File: config.mk
export PLATFORM = sky130hd
export DESIGN_NAME = wb_commit_queue_flat
export DESIGN_NICKNAME = d
export VERILOG_FILES = /design/src/rtl/wb_commit_queue_if.sv /design/src/rtl/wb_commit_queue.sv /design/src/flat_wrapper.sv
export SDC_FILE = /design/constraint.sdc
export NUM_CORES = 1
export LEC_CHECK = 0
export BUFFER_PORTS_ARGS = -buffer_cell sky130_fd_sc_hd__buf_2
export CELL_PAD_IN_SITES_DETAIL_PLACEMENT = 0
export CELL_PAD_IN_SITES_GLOBAL_PLACEMENT = 1
export CORE_UTILIZATION = 35
export CTS_CLUSTER_DIAMETER = 100
export DETAILED_ROUTE_END_ITERATION = 16
export HOLD_SLACK_MARGIN = 0.03
export PLACE_DENSITY = 0.76
export SYNTH_ARGS = -nofsm -noshare
export SYNTH_HDL_FRONTEND = slang
export SYNTH_SLANG_ARGS = --single-unit
File: constraint.sdc
create_clock -name clk -period 9 [get_ports clk]
set_clock_uncertainty 0.15 [all_clocks]
set_input_delay 0.45 -clock clk [delete_from_list [all_inputs] [get_ports clk]]
set_output_delay 0.45 -clock clk [all_outputs]
set_load 0.1 [all_outputs]
File: src/rtl/wb_commit_queue_if.sv
// Bundle of MEM-to-WB entry, commit, scoreboard, trace and perf signals for wb_commit_queue.
// The slave modport is the commit queue; the master modport is the surrounding pipeline.
interface wb_commit_queue_if #(
    parameter int XLEN   = 32,
    parameter int NEXC   = 14,
    parameter int EIDX_W = 4
);
    logic              ms_to_ws_valid;
    logic              ws_allowin;
    logic [XLEN-1:0]   ms_pc;
    logic              ms_rf_we;
    logic [4:0]        ms_rf_waddr;
    logic [XLEN-1:0]   ms_rf_wdata;
    logic              ms_csr_re;
    logic [NEXC-1:0]   ms_exc_vec;
    logic              ms_ertn;
    logic              ms_refetch;
    logic [XLEN-1:0]   ms_vaddr;
    logic              ws_hold;
    logic [XLEN-1:0]   csr_rvalue;
    logic              csr_re;
    logic              ws_rf_we;
    logic [4:0]        ws_rf_waddr;
    logic [XLEN-1:0]   ws_rf_wdata;
    logic              wb_ex;
    logic [EIDX_W-1:0] wb_exc_idx;
    logic [XLEN-1:0]   wb_pc;
    logic [XLEN-1:0]   wb_vaddr;
    logic              ertn_flush;
    logic              wb_refetch_flush;
    logic [31:0]       ws_pend_mask;
    logic [XLEN-1:0]   debug_wb_pc;
    logic [3:0]        debug_wb_rf_we;
    logic [4:0]        debug_wb_rf_wnum;
    logic [XLEN-1:0]   debug_wb_rf_wdata;
    logic [31:0]       perf_retire_cnt;
    logic [31:0]       perf_exc_cnt;

    modport slave (
        input  ms_to_ws_valid, ms_pc, ms_rf_we, ms_rf_waddr, ms_rf_wdata, ms_csr_re,
               ms_exc_vec, ms_ertn, ms_refetch, ms_vaddr, ws_hold, csr_rvalue,
        output ws_allowin, csr_re, ws_rf_we, ws_rf_waddr, ws_rf_wdata, wb_ex, wb_exc_idx,
               wb_pc, wb_vaddr, ertn_flush, wb_refetch_flush, ws_pend_mask, debug_wb_pc,
               debug_wb_rf_we, debug_wb_rf_wnum, debug_wb_rf_wdata, perf_retire_cnt, perf_exc_cnt
    );

    modport master (
        output ms_to_ws_valid, ms_pc, ms_rf_we, ms_rf_waddr, ms_rf_wdata, ms_csr_re,
               ms_exc_vec, ms_ertn, ms_refetch, ms_vaddr, ws_hold, csr_rvalue,
        input  ws_allowin, csr_re, ws_rf_we, ws_rf_waddr, ws_rf_wdata, wb_ex, wb_exc_idx,
               wb_pc, wb_vaddr, ertn_flush, wb_refetch_flush, ws_pend_mask, debug_wb_pc,
               debug_wb_rf_we, debug_wb_rf_wnum, debug_wb_rf_wdata, perf_retire_cnt, perf_exc_cnt
    );
endinterface

File: src/rtl/wb_commit_queue.sv
// DEPTH-entry in-order writeback/commit queue; retires one entry per cycle and resolves exceptions/ERTN/refetch at the head.
// Define WB_PERF_CNT_EN to build the retire/exception performance counters (otherwise those ports read 0).
module wb_commit_queue #(
    parameter int XLEN   = 32,
    parameter int DEPTH  = 2,
    parameter int NEXC   = 14,
    parameter int EIDX_W = 4
) (
    input logic              clk,
    input logic              resetn,
    wb_commit_queue_if.slave bus
);
    localparam int PW = $clog2(DEPTH);
    localparam int CW = PW + 1;

    logic [XLEN-1:0] r_pc      [DEPTH];
    logic            r_rf_we   [DEPTH];
    logic [4:0]      r_waddr   [DEPTH];
    logic [XLEN-1:0] r_wdata   [DEPTH];
    logic            r_csr_re  [DEPTH];
    logic [NEXC-1:0] r_exc     [DEPTH];
    logic            r_ertn    [DEPTH];
    logic            r_refetch [DEPTH];
    logic [XLEN-1:0] r_vaddr   [DEPTH];

    logic [PW-1:0]    r_rd_ptr;
    logic [PW-1:0]    r_wr_ptr;
    logic [CW-1:0]    r_count;
    logic [DEPTH-1:0] r_valid;

    logic w_head_v, w_fire, w_has_ex, w_flush, w_allowin, w_enq;
    logic w_h_ertn, w_h_refetch, w_h_rf_we, w_h_csr_re;
    logic [31:0] w_pend;

    // Lowest set bit of the exception vector wins; an empty vector encodes as 0.
    function automatic logic [EIDX_W-1:0] f_exc_idx(input logic [NEXC-1:0] vec);
        logic [EIDX_W-1:0] idx;
        idx = {EIDX_W{1'b0}};
        for (int i = NEXC - 1; i >= 0; i--) begin
            idx = vec[i] ? EIDX_W'(i) : idx;
        end
        return idx;
    endfunction

    assign w_head_v    = (r_count != {CW{1'b0}});
    assign w_fire      = w_head_v & ~bus.ws_hold;
    assign w_has_ex    = w_head_v & (|r_exc[r_rd_ptr]);
    assign w_h_ertn    = w_head_v & r_ertn[r_rd_ptr];
    assign w_h_refetch = w_head_v & r_refetch[r_rd_ptr];
    assign w_h_rf_we   = w_head_v & r_rf_we[r_rd_ptr];
    assign w_h_csr_re  = w_head_v & r_csr_re[r_rd_ptr];
    assign w_flush     = w_fire & (w_has_ex | w_h_ertn | w_h_refetch);
    assign w_allowin   = (r_count < CW'(DEPTH)) & ~w_flush;
    assign w_enq       = bus.ms_to_ws_valid & w_allowin;

    assign bus.ws_allowin       = w_allowin;
    assign bus.wb_ex            = w_fire & w_has_ex;
    assign bus.ertn_flush       = w_fire & w_h_ertn & ~w_has_ex;
    assign bus.wb_refetch_flush = w_fire & w_h_refetch & ~w_has_ex & ~w_h_ertn;
    assign bus.ws_rf_we         = w_fire & w_h_rf_we & ~w_has_ex;
    assign bus.csr_re           = w_fire & w_h_csr_re;
    assign bus.ws_rf_wdata      = ~w_head_v ? {XLEN{1'b0}} :
                                  (w_h_csr_re ? bus.csr_rvalue : r_wdata[r_rd_ptr]);
    assign bus.wb_pc            = w_head_v ? r_pc[r_rd_ptr]    : {XLEN{1'b0}};
    assign bus.wb_vaddr         = w_head_v ? r_vaddr[r_rd_ptr] : {XLEN{1'b0}};
    assign bus.ws_rf_waddr      = w_head_v ? r_waddr[r_rd_ptr] : 5'd0;
    assign bus.wb_exc_idx       = w_head_v ? f_exc_idx(r_exc[r_rd_ptr]) : {EIDX_W{1'b0}};

    assign bus.debug_wb_pc       = bus.wb_pc;
    assign bus.debug_wb_rf_we    = {4{bus.ws_rf_we}};
    assign bus.debug_wb_rf_wnum  = bus.ws_rf_waddr;
    assign bus.debug_wb_rf_wdata = bus.ws_rf_wdata;

    // Pending-write scoreboard; excepting entries still count, GPR 0 never does.
    always_comb begin
        w_pend = 32'h0000_0000;
        for (int i = 0; i < DEPTH; i++) begin
            w_pend = w_pend | ((r_valid[i] & r_rf_we[i]) ? (32'h0000_0001 << r_waddr[i]) : 32'h0000_0000);
        end
        w_pend[0] = 1'b0;
    end
    assign bus.ws_pend_mask = w_pend;

    // Pointer, occupancy and valid-bit bookkeeping; a flush empties the queue at the next edge.
    always_ff @(posedge clk or negedge resetn) begin
        if (!resetn) begin
            r_rd_ptr <= {PW{1'b0}};
            r_wr_ptr <= {PW{1'b0}};
            r_count  <= {CW{1'b0}};
            r_valid  <= {DEPTH{1'b0}};
        end else if (w_flush) begin
            r_rd_ptr <= {PW{1'b0}};
            r_wr_ptr <= {PW{1'b0}};
            r_count  <= {CW{1'b0}};
            r_valid  <= {DEPTH{1'b0}};
        end else begin
            if (w_enq) begin
                r_valid[r_wr_ptr] <= 1'b1;
                r_wr_ptr          <= r_wr_ptr + PW'(1);
            end
            if (w_fire) begin
                r_valid[r_rd_ptr] <= 1'b0;
                r_rd_ptr          <= r_rd_ptr + PW'(1);
            end
            case ({w_enq, w_fire})
                2'b10:   r_count <= r_count + CW'(1);
                2'b01:   r_count <= r_count - CW'(1);
                default: r_count <= r_count;
            endcase
        end
    end

    // Payload capture; contents are only observed through r_valid/r_count, so no reset.
    always_ff @(posedge clk) begin
        if (w_enq) begin
            r_pc[r_wr_ptr]      <= bus.ms_pc;
            r_rf_we[r_wr_ptr]   <= bus.ms_rf_we;
            r_waddr[r_wr_ptr]   <= bus.ms_rf_waddr;
            r_wdata[r_wr_ptr]   <= bus.ms_rf_wdata;
            r_csr_re[r_wr_ptr]  <= bus.ms_csr_re;
            r_exc[r_wr_ptr]     <= bus.ms_exc_vec;
            r_ertn[r_wr_ptr]    <= bus.ms_ertn;
            r_refetch[r_wr_ptr] <= bus.ms_refetch;
            r_vaddr[r_wr_ptr]   <= bus.ms_vaddr;
        end
    end

`ifdef WB_PERF_CNT_EN
    logic [31:0] r_perf_retire;
    logic [31:0] r_perf_exc;

    // Retire and committed-exception counters, free-running with natural wrap.
    always_ff @(posedge clk or negedge resetn) begin
        if (!resetn) begin
            r_perf_retire <= 32'd0;
            r_perf_exc    <= 32'd0;
        end else begin
            if (w_fire) begin
                r_perf_retire <= r_perf_retire + 32'd1;
            end
            if (w_fire & w_has_ex) begin
                r_perf_exc <= r_perf_exc + 32'd1;
            end
        end
    end
    assign bus.perf_retire_cnt = r_perf_retire;
    assign bus.perf_exc_cnt    = r_perf_exc;
`else
    assign bus.perf_retire_cnt = 32'd0;
    assign bus.perf_exc_cnt    = 32'd0;
`endif
endmodule
File: src/flat_wrapper.sv
// flat-port wrapper written by rule: the top's interface ports become plain ports
module wb_commit_queue_flat 
#(
    parameter int XLEN   = 32,
    parameter int DEPTH  = 2,
    parameter int NEXC   = 14,
    parameter int EIDX_W = 4
)
  (clk, resetn, bus_ms_to_ws_valid, bus_ms_pc, bus_ms_rf_we, bus_ms_rf_waddr, bus_ms_rf_wdata, bus_ms_csr_re, bus_ms_exc_vec, bus_ms_ertn, bus_ms_refetch, bus_ms_vaddr, bus_ws_hold, bus_csr_rvalue, bus_ws_allowin, bus_csr_re, bus_ws_rf_we, bus_ws_rf_waddr, bus_ws_rf_wdata, bus_wb_ex, bus_wb_exc_idx, bus_wb_pc, bus_wb_vaddr, bus_ertn_flush, bus_wb_refetch_flush, bus_ws_pend_mask, bus_debug_wb_pc, bus_debug_wb_rf_we, bus_debug_wb_rf_wnum, bus_debug_wb_rf_wdata, bus_perf_retire_cnt, bus_perf_exc_cnt);
  wb_commit_queue_if #(.XLEN(XLEN), .NEXC(NEXC), .EIDX_W(EIDX_W)) bus_i ();
  input logic clk;
  input logic resetn;
  input wire logic [$bits(bus_i.ms_to_ws_valid)-1:0] bus_ms_to_ws_valid;
  input wire logic [$bits(bus_i.ms_pc)-1:0] bus_ms_pc;
  input wire logic [$bits(bus_i.ms_rf_we)-1:0] bus_ms_rf_we;
  input wire logic [$bits(bus_i.ms_rf_waddr)-1:0] bus_ms_rf_waddr;
  input wire logic [$bits(bus_i.ms_rf_wdata)-1:0] bus_ms_rf_wdata;
  input wire logic [$bits(bus_i.ms_csr_re)-1:0] bus_ms_csr_re;
  input wire logic [$bits(bus_i.ms_exc_vec)-1:0] bus_ms_exc_vec;
  input wire logic [$bits(bus_i.ms_ertn)-1:0] bus_ms_ertn;
  input wire logic [$bits(bus_i.ms_refetch)-1:0] bus_ms_refetch;
  input wire logic [$bits(bus_i.ms_vaddr)-1:0] bus_ms_vaddr;
  input wire logic [$bits(bus_i.ws_hold)-1:0] bus_ws_hold;
  input wire logic [$bits(bus_i.csr_rvalue)-1:0] bus_csr_rvalue;
  output wire logic [$bits(bus_i.ws_allowin)-1:0] bus_ws_allowin;
  output wire logic [$bits(bus_i.csr_re)-1:0] bus_csr_re;
  output wire logic [$bits(bus_i.ws_rf_we)-1:0] bus_ws_rf_we;
  output wire logic [$bits(bus_i.ws_rf_waddr)-1:0] bus_ws_rf_waddr;
  output wire logic [$bits(bus_i.ws_rf_wdata)-1:0] bus_ws_rf_wdata;
  output wire logic [$bits(bus_i.wb_ex)-1:0] bus_wb_ex;
  output wire logic [$bits(bus_i.wb_exc_idx)-1:0] bus_wb_exc_idx;
  output wire logic [$bits(bus_i.wb_pc)-1:0] bus_wb_pc;
  output wire logic [$bits(bus_i.wb_vaddr)-1:0] bus_wb_vaddr;
  output wire logic [$bits(bus_i.ertn_flush)-1:0] bus_ertn_flush;
  output wire logic [$bits(bus_i.wb_refetch_flush)-1:0] bus_wb_refetch_flush;
  output wire logic [$bits(bus_i.ws_pend_mask)-1:0] bus_ws_pend_mask;
  output wire logic [$bits(bus_i.debug_wb_pc)-1:0] bus_debug_wb_pc;
  output wire logic [$bits(bus_i.debug_wb_rf_we)-1:0] bus_debug_wb_rf_we;
  output wire logic [$bits(bus_i.debug_wb_rf_wnum)-1:0] bus_debug_wb_rf_wnum;
  output wire logic [$bits(bus_i.debug_wb_rf_wdata)-1:0] bus_debug_wb_rf_wdata;
  output wire logic [$bits(bus_i.perf_retire_cnt)-1:0] bus_perf_retire_cnt;
  output wire logic [$bits(bus_i.perf_exc_cnt)-1:0] bus_perf_exc_cnt;
  assign bus_i.ms_to_ws_valid = bus_ms_to_ws_valid;
  assign bus_i.ms_pc = bus_ms_pc;
  assign bus_i.ms_rf_we = bus_ms_rf_we;
  assign bus_i.ms_rf_waddr = bus_ms_rf_waddr;
  assign bus_i.ms_rf_wdata = bus_ms_rf_wdata;
  assign bus_i.ms_csr_re = bus_ms_csr_re;
  assign bus_i.ms_exc_vec = bus_ms_exc_vec;
  assign bus_i.ms_ertn = bus_ms_ertn;
  assign bus_i.ms_refetch = bus_ms_refetch;
  assign bus_i.ms_vaddr = bus_ms_vaddr;
  assign bus_i.ws_hold = bus_ws_hold;
  assign bus_i.csr_rvalue = bus_csr_rvalue;
  assign bus_ws_allowin = bus_i.ws_allowin;
  assign bus_csr_re = bus_i.csr_re;
  assign bus_ws_rf_we = bus_i.ws_rf_we;
  assign bus_ws_rf_waddr = bus_i.ws_rf_waddr;
  assign bus_ws_rf_wdata = bus_i.ws_rf_wdata;
  assign bus_wb_ex = bus_i.wb_ex;
  assign bus_wb_exc_idx = bus_i.wb_exc_idx;
  assign bus_wb_pc = bus_i.wb_pc;
  assign bus_wb_vaddr = bus_i.wb_vaddr;
  assign bus_ertn_flush = bus_i.ertn_flush;
  assign bus_wb_refetch_flush = bus_i.wb_refetch_flush;
  assign bus_ws_pend_mask = bus_i.ws_pend_mask;
  assign bus_debug_wb_pc = bus_i.debug_wb_pc;
  assign bus_debug_wb_rf_we = bus_i.debug_wb_rf_we;
  assign bus_debug_wb_rf_wnum = bus_i.debug_wb_rf_wnum;
  assign bus_debug_wb_rf_wdata = bus_i.debug_wb_rf_wdata;
  assign bus_perf_retire_cnt = bus_i.perf_retire_cnt;
  assign bus_perf_exc_cnt = bus_i.perf_exc_cnt;
  wb_commit_queue #(.XLEN(XLEN), .DEPTH(DEPTH), .NEXC(NEXC), .EIDX_W(EIDX_W)) u_core (.clk(clk), .resetn(resetn), .bus(bus_i));
endmodule
Yosys cells after proc, flatten, opt, wreduce, memory -nomap -nowiden
Memory sizes are Yosys's and may differ from the RTL's.
Index checks and enable logic that the tools add are counted.
W data, S select, Z words.
{"block": "word_totals", "register_bits": 6, "ram_bits": 238, "input_bits": 155, "output_inout_bits": 280, "elab_cells": 101, "memories": 9}
{"name": "u_core.r_pc", "words": 2, "width": 32, "read_ports": 1, "rd_clocked_by_memory_dff": 0, "wr": 1, "line_no": "wb_commit_queue.sv:16", "text": "logic [XLEN-1:0] r_pc [DEPTH];"}
{"name": "u_core.r_vaddr", "words": 2, "width": 32, "read_ports": 1, "rd_clocked_by_memory_dff": 0, "wr": 1, "line_no": "wb_commit_queue.sv:24", "text": "logic [XLEN-1:0] r_vaddr [DEPTH];"}
{"name": "u_core.r_wdata", "words": 2, "width": 32, "read_ports": 1, "rd_clocked_by_memory_dff": 0, "wr": 1, "line_no": "wb_commit_queue.sv:19", "text": "logic [XLEN-1:0] r_wdata [DEPTH];"}
{"name": "u_core.r_exc", "words": 2, "width": 14, "read_ports": 1, "rd_clocked_by_memory_dff": 0, "wr": 1, "line_no": "wb_commit_queue.sv:21", "text": "logic [NEXC-1:0] r_exc [DEPTH];"}
{"name": "u_core.r_waddr", "words": 2, "width": 5, "read_ports": 3, "rd_clocked_by_memory_dff": 0, "wr": 1, "line_no": "wb_commit_queue.sv:18", "text": "logic [4:0] r_waddr [DEPTH];"}
{"name": "u_core.r_csr_re", "words": 2, "width": 1, "read_ports": 1, "rd_clocked_by_memory_dff": 0, "wr": 1, "line_no": "wb_commit_queue.sv:20", "text": "logic r_csr_re [DEPTH];"}
{"name": "3 more memories"}
{"block": "op_classes", "addsub": 4, "order_cmp": 5, "n_eq_ne": 2, "shifts": 2, "mux": 38, "bitwise": 30, "reduce_logical": 7}
{"operator": "$mux W32", "n": 6}
{"operator": "$shl A1 B5 Y32 const A", "n": 2}
{"operator": "$mux W4", "n": 15}
{"operator": "$or A32 B32 Y32", "n": 1}
{"operator": "$and A1 B1 Y1", "n": 20}
{"operator": "$reduce_or A14 Y1", "n": 1}
{"operator": "$mux W2", "n": 5}
{"operator": "$mux W1", "n": 8}
{"operator": "$reduce_bool A2 Y1", "n": 3}
{"operator": "$mux W5", "n": 1}
{"operator": "$lt A1 B2 Y1 const B", "n": 2}
{"operator": "$not A1 Y1", "n": 4}
{"operator": "$pmux W2 S2", "n": 1}
{"operator": "$reduce_bool A3 Y1", "n": 1}
{"operator": "$add A1 B1 Y1 const B", "n": 2}
{"operator": "$add A2 B1 Y2 const B", "n": 1}
{"operator": "$and A2 B2 Y2", "n": 1}
{"operator": "$demux W1 S1", "n": 2}
{"operator": "$eq A2 B1 Y1 const B", "n": 1}
{"operator": "$eq A2 B2 Y1 const B", "n": 1}
{"operator": "$ge A1 B1 Y1 const B", "n": 2}
{"operator": "$logic_and A1 B1 Y1", "n": 2}
{"operator": "$lt A2 B2 Y1 const B", "n": 1}
{"operator": "$not A2 Y2", "n": 1}
{"operator": "other kinds (3)", "n": 4}

Depth between registers and ports, before layout
Gate-level depths: netlist of the first run.
An unclocked memory read counts as a cell.
{"block": "depth", "ltp_word": 16, "ltp_mapped": 11, "ltp_nobuf": 9}

Worst setup path before layout of the first run
OpenSTA, ideal clock, no wires.
{"block": "synth_path", "path_kind": "flip-flop to flip-flop", "startpoint": "register u_core.r_rd_ptr", "endpoint": "memory u_core.r_csr_re[1], enable pin", "setup_time_ns": 0.637, "arrival_time_ns": 7.573, "t_required_ns": 8.213, "path_slack_ns": 0.640, "path_stages_with_launch": 6, "n_path_buf": 1, "period_less_slack_ns": 8.360, "cell_sequence": "dfrtp_1 > buf_6 > or3_4 > a222oi_1 > o2111ai_2 > a21oi_1"}
{"block": "synth_between", "elab_chain_len": 11, "elab_cells_between_ends": 15, "cone_classes": "mux (2); bitwise (9); reduce/logical (1); memory (3)"}
{"item": "from (decl)", "line_no": "wb_commit_queue.sv:26", "text": "logic [PW-1:0] r_rd_ptr;"}
{"item": "from (signal assigned)", "line_no": "wb_commit_queue.sv:87", "text": "r_rd_ptr <= {PW{1'b0}};"}
{"item": "from (signal assigned)", "line_no": "wb_commit_queue.sv:92", "text": "r_rd_ptr <= {PW{1'b0}};"}
{"item": "from (signal assigned)", "line_no": "wb_commit_queue.sv:103", "text": "r_rd_ptr <= r_rd_ptr + PW'(1);"}
{"item": "$mem_v2 Z2 W14"}
{"item": "$reduce_or A14 Y1", "line_no": "wb_commit_queue.sv:47", "text": "assign w_has_ex = w_head_v & (|r_exc[r_rd_ptr]);"}
{"item": "$and A1 B1 Y1", "line_no": "wb_commit_queue.sv:47"}
{"item": "$or A1 B1 Y1", "line_no": "wb_commit_queue.sv:52", "text": "assign w_flush = w_fire & (w_has_ex | w_h_ertn | w_h_refetch);"}
{"item": "$or A1 B1 Y1 *", "line_no": "wb_commit_queue.sv:52"}
{"item": "$and A1 B1 Y1 *", "line_no": "wb_commit_queue.sv:52"}
{"item": "$not A1 Y1 *", "line_no": "wb_commit_queue.sv:53", "text": "assign w_allowin = (r_count < CW'(DEPTH)) & ~w_flush;"}
{"item": "$and A1 B1 Y1 *", "line_no": "wb_commit_queue.sv:53"}
{"item": "$and A1 B1 Y1 *", "line_no": "wb_commit_queue.sv:54", "text": "assign w_enq = bus.ms_to_ws_valid & w_allowin;"}
{"item": "$mux W1 *", "line_no": "wb_commit_queue.sv:115", "text": "if (w_enq) begin"}
{"item": "$mux W1 (implied by the code) *", "line_no": "wb_commit_queue.sv:120", "text": "r_csr_re[r_wr_ptr] <= bus.ms_csr_re;"}
{"item": "to (decl)", "line_no": "wb_commit_queue.sv:20"}
Every way passes the cells marked *; elsewhere a longest branch is shown, timed or not.

Worst setup path after layout of the first run
{"block": "layout_path", "startpoint": "register u_core.r_rd_ptr", "endpoint": "memory u_core.r_exc[1][3], enable pin"}
{"block": "layout_between", "elab_chain_len": 11, "elab_cells_between_ends": 15, "cone_classes": "mux (2); bitwise (9); reduce/logical (1); memory (3)"}
{"item": "$mem_v2 Z2 W14"}
{"item": "$reduce_or A14 Y1", "line_no": "wb_commit_queue.sv:47"}
{"item": "$and A1 B1 Y1", "line_no": "wb_commit_queue.sv:47"}
{"item": "$or A1 B1 Y1", "line_no": "wb_commit_queue.sv:52"}
{"item": "$or A1 B1 Y1 *", "line_no": "wb_commit_queue.sv:52"}
{"item": "$and A1 B1 Y1 *", "line_no": "wb_commit_queue.sv:52"}
{"item": "$not A1 Y1 *", "line_no": "wb_commit_queue.sv:53"}
{"item": "$and A1 B1 Y1 *", "line_no": "wb_commit_queue.sv:53"}
{"item": "$and A1 B1 Y1 *", "line_no": "wb_commit_queue.sv:54"}
{"item": "$mux W1 *", "line_no": "wb_commit_queue.sv:115"}
{"item": "$mux W1 (implied by the code) *", "line_no": "wb_commit_queue.sv:121", "text": "r_exc[r_wr_ptr] <= bus.ms_exc_vec;"}
{"item": "to (decl)", "line_no": "wb_commit_queue.sv:21"}
Marked as above.

==> out/metrics.yaml, run 1 <==
sta:
  rsz0062_at_grt: "no"
  finalSetupTns_ns: 0
  hold_viol_final: 0
  finalCritPeriodShare_pct: 60.6
  setup_viol: 0
  slew_headroom_pct: 30.9
  slew_violations: 0
  period_needed_ns: 5.46
  timing.final.ws_setup_ns: 3.54
  worst_pin_slew_ns: 1.03
  fmax_mhz: 183
logic_synthesis:
  synthCells: 821
  synth_top_cell_by_area: "edfxtp_1"
  synth.distinct_cells: 47
  synth_compound_area_share_pct: 5.92
  synth_xor_area_share_pct: 0.314
  ys_dominant_reg_cell: "edfxtp_1"
  yosysWarnings: 0
  synth_top_family_by_area: "buffers and inverters"
  ys_top_cells_by_area: "edfxtp_1, mux2i_1, buf_4, nor2_1, a211oi_1"
  syn_area_per_cell_um2: 13.6
  yosysSeqAreaShare_pct: 65.5
  ys_ff_latch: 244
  synth_area_um2: 11100
  synth_top_cell_area_share_pct: 64.2
  synth_adder_area_share_pct: 0.112
  synth-edff-count: 238
  synth-simple-area-share_pct: 7.68
  synth_mux_area_share_pct: 9.34
  async_flop_share_pct: 2.46
detailed_routing:
  drt_first_pass_iters: 5
  viasPerCell: 4.69
  ant_nets: 0
  vias: 7727
  drc: 0
  wl_per_cell_um: 17.2
  drt_first_iter_violations: 329
  drt-total-wl_um: 28400
floorplanning:
  io_pins: 435
  dieArea_um2: 32500
  num_rows: 64
  die_w_um: 180
  die_y_um: 180
  start_util_pct: 35.9
  coreArea_um2: 31000
worst_setup_path:
  endpoint_kind: "flop"
  worstSetupPathType: "reg -> reg"
  arrival_ns: 5.47
  worstPathMaxFanout: 72
  worstPathRequired_ns: 9.01
  cp-start-kind: "flop"
cells_and_area:
  postLayoutCoreUtil_pct: 47.2
  drive_gt1_share_pct: 34.2
  multi_input_area_um2: 2890
  layout_common_cells: "buf_2, edfxtp_1, dlygate4sd3_1"
  num-fill-cells: 2785
  final_net_count: 1387
  final_common_cell: "buf_2"
  seqCellArea_um2: 7300
  syn_to_final_growth_pct: 31.3
cts:
  worstSkewPairLatency_ns: 0.54
  root_buffer: "clkbuf_16"
  clkSlewWorstSetupHoldPaths_ns: 0.06
  cts_tree: "done"
  cts-buffers-inserted: 26
  htreeDepth: 1
  cts_sinks: 244
  cts_setup_buffers: 0
  ctsResizeCount: 0
  cts_buffer_depth: 3
run:
  maxCapViolCount: 0
global_route:
  antenna_found_initial: 4
  gr-usage-all-layers_pct: 16.9
  grt_max_degree: 73
  grt-ovfl-total: 0
  grt_first_pass_wirelength_um: 43100
  grt_pass1_vias: 7647
hold_path:
  hold_path_class: "in -> async"
place:
  gp_routability_congestion: 0.884
  place_ws_ns: 3.53
  numPortBuffers: 369
  dp_hpwl_um: 19400
outcome:
  status: "finished clean"
## logic make-up after synthesis
kind of cell	Yosys count
flops	244
xor+xnor	4
fa+ha+maj	1
buf+inv	186
other cells	1
compound gates	96
simple gates	185
mux	104
## cell type report
class                           count  area share (%)
Sequential cell                   244            49.9
Timing Repair Buffer              497            21.3
Multi-Input combinational cell    455            19.8
Clock buffer                       33            4.63
Tap cell                          396            3.39
Clock inverter                     13           0.804
Inverter                            7           0.180
Antenna cell                        3          0.0513
## state kept, by name, indices dropped and copies added (netlist names)
register and count:
u_core.r_csr_re 2, u_core.r_vaddr 64, u_core.r_rf_we 2, u_core.r_wdata 64
u_core.r_exc 28, u_core.r_wr_ptr 1, u_core.r_rd_ptr 1, u_core.r_refetch 2
u_core.r_waddr 10, u_core.r_pc 64, u_core.r_valid 2, u_core.r_ertn 2
u_core.r_count 2
## per-layer routing
metal  wire (um)  track usage [%]  vias up
met5          13                0        -
met4         714             4.38        2
met3        1890             3.76       44
met2       14400             30.1      358
met1       11400             20.6     3658
li1            -                -     3665
## repair_timing
action,4_1_cts,5_1_grt
hold buffers,120,0
setup endpoints to repair,0,0
endpoints found under the hold margin,244,0
## cells in the mapped netlist, drive strengths merged, types with 7 or more instances
cell,count
inv,7
clkbuf,28
nor2,114
nor3,13
or3,7
nand2,12
buf,151
a211oi,32
o22ai,34
a21oi,14
mux2i,104
edfxtp,238
## final timing paths
path                                      from            endpoint  slack, ns  cells past startpoint
hold / removal                          resetn   u_core.r_valid[1]       0.12                      2
setup reg to reg               u_core.r_rd_ptr  u_core.r_exc[1][3]       3.54                      7
hold reg to reg            u_core.r_refetch[0]     u_core.r_rd_ptr       0.45                      3
max in group asynchronous               resetn     u_core.r_rd_ptr       8.43                      2
min in group clk            bus_ms_to_ws_valid     u_core.r_wr_ptr       0.30                      4
setup / recovery               u_core.r_rd_ptr  u_core.r_exc[1][3]       3.54                      7
## stage by stage
stage	cells	hold slack (ns)	area [um^2]
6_report	1648	0.117	14600
5_1_grt	1648	0.107	14600
4_1_cts	1645	0.0803	14600
3_5_place_dp	1479	0.127	12600
3_3_place_gp	1479	0.127	12600
2_1_floorplan	885	0.00441	11400
## critical path, stage by stage (launching register included)
cell and delay [ns]:
dfrtp_4 0.92, buf_4 0.69, or3b_1 0.44, a222oi_1 0.56
o2111ai_2 0.44, a21oi_4 0.24, buf_4 0.54, buf_4 0.84
Power of run 1 is left out: the tool's default activity adds up to more than one toggle a clock period on the data nets, which glitch-free logic cannot reach.
==> inputs of run 2 (changes only) <==
Settings changed: ABC_AREA set to 1, CORE_UTILIZATION 35 to 37, PLACE_DENSITY 0.76 to 0.79.
Clock period 9 ns to 5.1 ns, I/O delays scaled along.
==> run 2 against run 1 <==
Via count increased by 12%. Worst hold slack better by 0.19 ns. Synthesized cell count rose by 25%.
==> out/metrics.yaml, run 2 <==
outcome:
  status: "finished clean"
worst_setup_path:
  cp_slowest_stage_delay_ns: 0.87  # -0.05 ns
  arrival_ns: 3.65  # -1.82 ns
  worstPathMaxFanout: 64  # -11%
  worstSetupPathType: "reg -> out"
  endpoint_kind: "primary output"
  worstPathRequired_ns: 4.70  # -4.31 ns
  cp_slowest_cell: "dfrtp_4"
  cp-start-kind: "flop"
  path_cells: "buf_4 > nand2_1 > a2111oi_2 > buf_2"
sta:
  finalSetupTns_ns: 0  # unchanged
  rsz0062_at_grt: "no"
  worst_pin_slew_ns: 1.01  # -0.0267 ns
  hold_viol_final: 0  # unchanged
  setup_viol: 0  # unchanged
  slew_violations: 0  # unchanged
  period_needed_ns: 4.06
  finalCritPeriodShare_pct: 79.6
  fmax_mhz: 246
  slew_headroom_pct: 32.7  # +1.8 points
logic_synthesis:
  synth_top_cell_area_share_pct: 63.5  # -0.68 points
  ys_dominant_reg_cell: "edfxtp_1"
  synth_area_um2: 11300  # +1.1%
  synth_adder_area_share_pct: 0.111  # -0.0012 points
  synth-edff-count: 238  # unchanged
  synth_xor_area_share_pct: 0.0778  # -0.24 points
  async_flop_share_pct: 2.46  # unchanged
  synthCells: 1027  # +25%
  ys_top_cells_by_area: "edfxtp_1, buf_4, nand2_1, o21ai_0, a21oi_1"
  synth_mux_area_share_pct: 0  # -9.3 points
  synth-simple-area-share_pct: 12.2  # +4.5 points
  synth.distinct_cells: 37  # -21%
  yosysWarnings: 0  # unchanged
  yosysSeqAreaShare_pct: 64.8  # -0.70 points
  synth_compound_area_share_pct: 9.40  # +3.5 points
  syn_area_per_cell_um2: 11.0  # -19%
  synth_top_cell_by_area: "edfxtp_1"
  synthTopCellsByCount: "edfxtp_1, nand2_1, buf_4, o21ai_0, a21oi_1"
  ys_ff_latch: 244  # unchanged
  synth_top_family_by_area: "buffers and inverters"
global_route:
  grt_max_degree: 72  # -1.4%
  met1_usage_pct: 24.7  # +4.1 points
  grt_pass1_vias: 8360  # +9.3%
  grt-busiest-layer: "met2"
  antenna_found_initial: 3  # -1
  grt_first_pass_wirelength_um: 46500  # +7.9%
  grtUsageMet2_pct: 34.8  # +4.7 points
  grt-ovfl-total: 0  # unchanged
  gr-usage-all-layers_pct: 19.4  # +2.5 points
  use_met3_pct: 2.97  # -0.79 points
detailed_routing:
  viasPerCell: 4.69  # about the same
  wl_per_cell_um: 16.8  # -2.1%
  drt_first_iter_violations: 555  # +69%
  drc: 0  # unchanged
  ant_nets: 0  # unchanged
  drt_first_pass_iters: 5  # unchanged
  drt-total-wl_um: 31100  # +9.7%
  vias: 8660  # +12%
cts:
  cts_buffer_depth: 3  # unchanged
  worstSkewPairLatency_ns: 0.52  # -0.02 ns
  htreeDepth: 1  # unchanged
  ctsResizeCount: 0  # unchanged
  cts_sinks: 244  # unchanged
  cts-buffers-inserted: 26  # unchanged
  root_buffer: "clkbuf_16"
  clkSlewWorstSetupHoldPaths_ns: 0.06  # about the same
  cts_tree: "done"
floorplanning:
  start_util_pct: 37.8  # +1.8 points
  die_y_um: 176  # -2.2%
  die_w_um: 176  # -2.2%
  io_pins: 435  # unchanged
  num_rows: 63  # -1.6%
  coreArea_um2: 29800  # -3.9%
  dieArea_um2: 31100  # -4.3%
place:
  dpl_cell_area_um2: 12700  # +0.73%
  dp_hpwl_um: 20600  # +5.7%
  dp.cells: 1677  # +13%
  numPortBuffers: 369  # unchanged
  gp_routability_congestion: 0.843  # -4.6%
run:
  maxCapViolCount: 0  # unchanged
cells_and_area:
  design_area_um2: 14800  # +1.2%
  final_net_count: 1594  # +15%
  final_common_cell: "buf_2"
  layout_common_cells: "buf_2, nand2_1, edfxtp_1"
  num-fill-cells: 2675  # -3.9%
  drive_gt1_share_pct: 30.9  # -3.3 points
  top_regs: "u_core.r_pc (64), u_core.r_vaddr (64), u_core.r_wdata (64)"
  final_cells: 1848  # +12%
  syn_to_final_growth_pct: 31.4  # about the same
hold_path:
  hold_path_class: "in -> reg"
==> run 2: cell types whose count changed after synthesis, moves of 16 or more <==
cell      before  now
a211oi_1      32    1
nand2_1       12  238
a31oi_1        1   17
mux2i_1      104    0
a21oi_1       14   73
inv_1          7   68
nor2_1       114   36
o21ai_0        2   76
==> run 2: area by class of cell <==
cell class                 count  area [um^2]  share of cell area, %
clock buffer                  31          691                   4.67
timing repair buffer         502         3170                   21.4
clock inverter                15          153                   1.03
tap                          390          488                   3.30
multi-input combinational    592         2710                   18.3
antenna                        2         5.00                 0.0338
inverter                      72          278                   1.88
sequential                   244         7300                   49.4
==> run 2: routing by layer <==
| layer | wire length [um] | up-vias |
|---|---|---|
| met5 | 0 | - |
| met4 | 405 | 0 |
| met3 | 1960 | 31 |
| met2 | 15900 | 372 |
| met1 | 12800 | 4121 |
| li1 | - | 4136 |
==> run 2: metrics by stage <==
stage | setup WS (ns) | hold slack [ns] | utilization [%]
6_report | 1.04 | 0.303 | 49.6
5_1_grt | 0.747 | 0.294 | 49.6
4_1_cts | 0.922 | 0.278 | 49.6
3_5_place_dp | 1.40 | -0.0528 | 42.7
3_3_place_gp | 1.45 | -0.0538 | 42.7
2_1_floorplan | 0.676 | -0.191 | -
==> run 2: worst paths after layout <==
| check | startpoint | to | slack (ns) | depth (start not counted) |
|---|---|---|---|---|
| max in group asynchronous | resetn | u_core.r_rd_ptr | 3.97 | 3 |
| setup reg to reg | u_core.r_rd_ptr | u_core.r_vaddr[1][23] | 1.40 | 13 |
| min in group asynchronous | resetn | u_core.r_count[0] | 0.58 | 3 |
| hold reg to reg | u_core.r_valid[1] | u_core.r_valid[1] | 0.37 | 2 |
| hold / removal | bus_ms_pc[31] | u_core.r_pc[1][31] | 0.30 | 2 |
| setup / recovery | u_core.r_rd_ptr | bus_ws_rf_we | 1.04 | 4 |
==> run 2: cell families after synthesis <==
group	after synthesis
buffers and inverters	255
other	1
AO/OA/AOI/OAI	198
AND/OR/NAND/NOR	327
XOR/XNOR	1
adder cells (fa/ha/maj)	1
flip-flops	244
==> run 2: what timing repair did <==
item | 4_1_cts | 5_1_grt
endpoints found under the hold margin | 248 | 0
setup buffers | 0 | 0
hold buffers | 123 | 0
==> run 2: worst max-delay path, delay by kind of cell (launching register included) <==
kind,cells,cell delay [ns]
flip-flops,1,0.87
buffers and inverters,2,1.24
AO/OA/AOI/OAI,1,0.74
AND/OR/NAND/NOR,1,0.15
Power of run 2 is left out for the same reason.
==> inputs of run 3 (changes only) <==
Settings changed: ABC_AREA 1 to 0, CORE_UTILIZATION 37 to 38.
Clock period 5.1 ns to 3.95 ns, I/O delays scaled along.
==> run 3 against run 2 <==
Final cell count is 11% lower. Register-to-register slack worse by 0.64 ns. Non-clock buffer count unchanged. Utilization up 2.1 points. Routed wire length decreased by 8.4%. Worst setup slack got worse by 0.62 ns. Cell area rose by 0.74%. Global-route usage fell by 0.91 points. Sequential cell count stayed put. Die area decreased by 3.6%.
==> out/metrics.yaml, run 3 (synthesized netlist as in run 1, its figures left out) <==
outcome:
  status: "finished clean"
worst_setup_path:
  worstSetupPathType: "reg -> out"
  worstPathRequired_ns: 3.60  # -1.10 ns
  critPathTopFamily: "simple AND/OR/NAND/NOR gates"
  cp_slowest_stage_delay_ns: 0.61  # -0.26 ns
  worstPathMaxFanout: 29  # -55%
  cp_slowest_cell: "dfrtp_4"
  path_cells: "or3_1 > a222oi_1 > buf_4 > nand3_1 > nor3_2 > buf_2"
  arrival_ns: 3.18  # -0.47 ns
  cp-start-kind: "flop"
  critPathBufInv: 2  # unchanged
  endpoint_kind: "primary output"
floorplanning:
  dieArea_um2: 30000  # -3.6%
  start_util_pct: 38.7  # +0.92 points
  die_y_um: 173  # -1.8%
  die_w_um: 173  # -1.8%
  io_pins: 435  # unchanged
  num_rows: 62  # -1.6%
  coreArea_um2: 28800  # -3.4%
cts:
  cts_tree: "done"
  htreeDepth: 1  # unchanged
  cts_setup_buffers: 0  # unchanged
  root_buffer: "clkbuf_16"
  clkSlewWorstSetupHoldPaths_ns: 0.06  # about the same
  cts_buffer_depth: 3  # unchanged
  ctsResizeCount: 0  # unchanged
  worstSkewPairLatency_ns: 0.55  # +0.03 ns
  cts_hold_buf: 122  # -0.81%
  cts-buffers-inserted: 26  # unchanged
  cts_sinks: 244  # unchanged
place:
  numPortBuffers: 369  # unchanged
  gp_routability_congestion: 0.908  # +7.8%
  dpl_cell_area_um2: 12900  # +1.1%
  dp_hpwl_um: 19900  # -3.3%
global_route:
  grt_first_pass_wirelength_um: 43500  # -6.4%
  grt-ovfl-total: 0  # unchanged
  grt_max_degree: 79  # +9.7%
  antenna_found_initial: 2  # -1
  gr-usage-all-layers_pct: 18.5  # -0.91 points
  grt_pass1_vias: 7765  # -7.1%
sta:
  period_needed_ns: 3.53
  worst_pin_slew_ns: 0.989  # -0.0185 ns
  fmax_mhz: 284
  hold_viol_final: 0  # unchanged
  finalCritPeriodShare_pct: 89.2
  setup_viol: 0  # unchanged
  rsz0062_at_grt: "no"
  slew_headroom_pct: 34.1  # +1.4 points
  slew_violations: 0  # unchanged
detailed_routing:
  wl_met2_um: 14800  # -7.1%
  vias: 7712  # -11%
  drt_first_pass_iters: 5  # unchanged
  drt-total-wl_um: 28500  # -8.4%
  drc: 0  # unchanged
  highest_layer: "met5"
  routedLengthMet1_um: 11100  # -13%
  viasPerCell: 4.71  # +0.41%
  wl_per_cell_um: 17.4  # +3.3%
  drt_first_iter_violations: 337  # -39%
  met3_length_um: 1950  # -0.51%
  ant_nets: 0  # unchanged
cells_and_area:
  drive_gt1_share_pct: 36.8  # +5.9 points
  layout_common_cells: "buf_2, edfxtp_1, dlygate4sd3_1"
  top_regs: "u_core.r_pc (64), u_core.r_vaddr (64), u_core.r_wdata (64)"
  final_common_cell: "buf_2"
  postLayoutCoreUtil_pct: 51.8  # +2.1 points
  design_area_um2: 14900  # +0.74%
  syn_to_final_growth_pct: 33.8
  final_net_count: 1392  # -13%
hold_path:
  hold_path_class: "in -> reg"
run:
  maxCapViolCount: 0  # unchanged
-- run 3: metal layers --
layer	GRT usage, %	up-vias
met3	4.25	42
met2	34.2	338
met1	21.2	3657
li1	-	3673
met4	4.98	2
met5	0	-
-- run 3: worst min-delay path: stages --
cell,delay (ns)
buf_2,0.07
nand2b_1,0.27
o22ai_1,0.11
nor2_1,0.08
-- run 3: path summary, 6_finish.rpt --
check	from	to	slack, ns	depth (start not counted)
max in group asynchronous	resetn	u_core.r_rd_ptr	2.95	3
worst max-delay path	u_core.r_rd_ptr	bus_ws_rf_we	0.42	6
worst min register to register	u_core.r_refetch[0]	u_core.r_rd_ptr	0.43	3
worst min-delay path	bus_ws_hold	u_core.r_valid[0]	0.08	4
min in group asynchronous	resetn	u_core.r_rd_ptr	0.45	3
worst max register to register	u_core.r_rd_ptr	u_core.r_wdata[0][16]	0.76	6
-- run 3: stage by stage --
stage / setup slack [ns] / cells / TNS, ns / hold slack (ns)
final: 0.425 / 1639 / 0 / 0.0800
after global routing: 0.204 / 1639 / 0 / 0.146
after CTS: 0.333 / 1638 / 0 / 0.0550
after detailed placement: 0.756 / 1470 / 0 / -0.112
after global placement: 0.748 / 1470 / 0 / -0.110
after floorplan: -0.616 / 885 / -122.67 / -0.248
-- run 3: final cells by class --
type | instances | area, um^2
diodes | 1 | 2.50
clock inverters | 16 | 158
clock buffers | 30 | 666
fillers | 2442 | 13900
inverters | 7 | 26.3
repair buffers | 502 | 3210
flip-flops and latches | 244 | 7300
multi-input cells | 455 | 3060
well taps | 384 | 480
Power of run 3 is left out for the same reason.
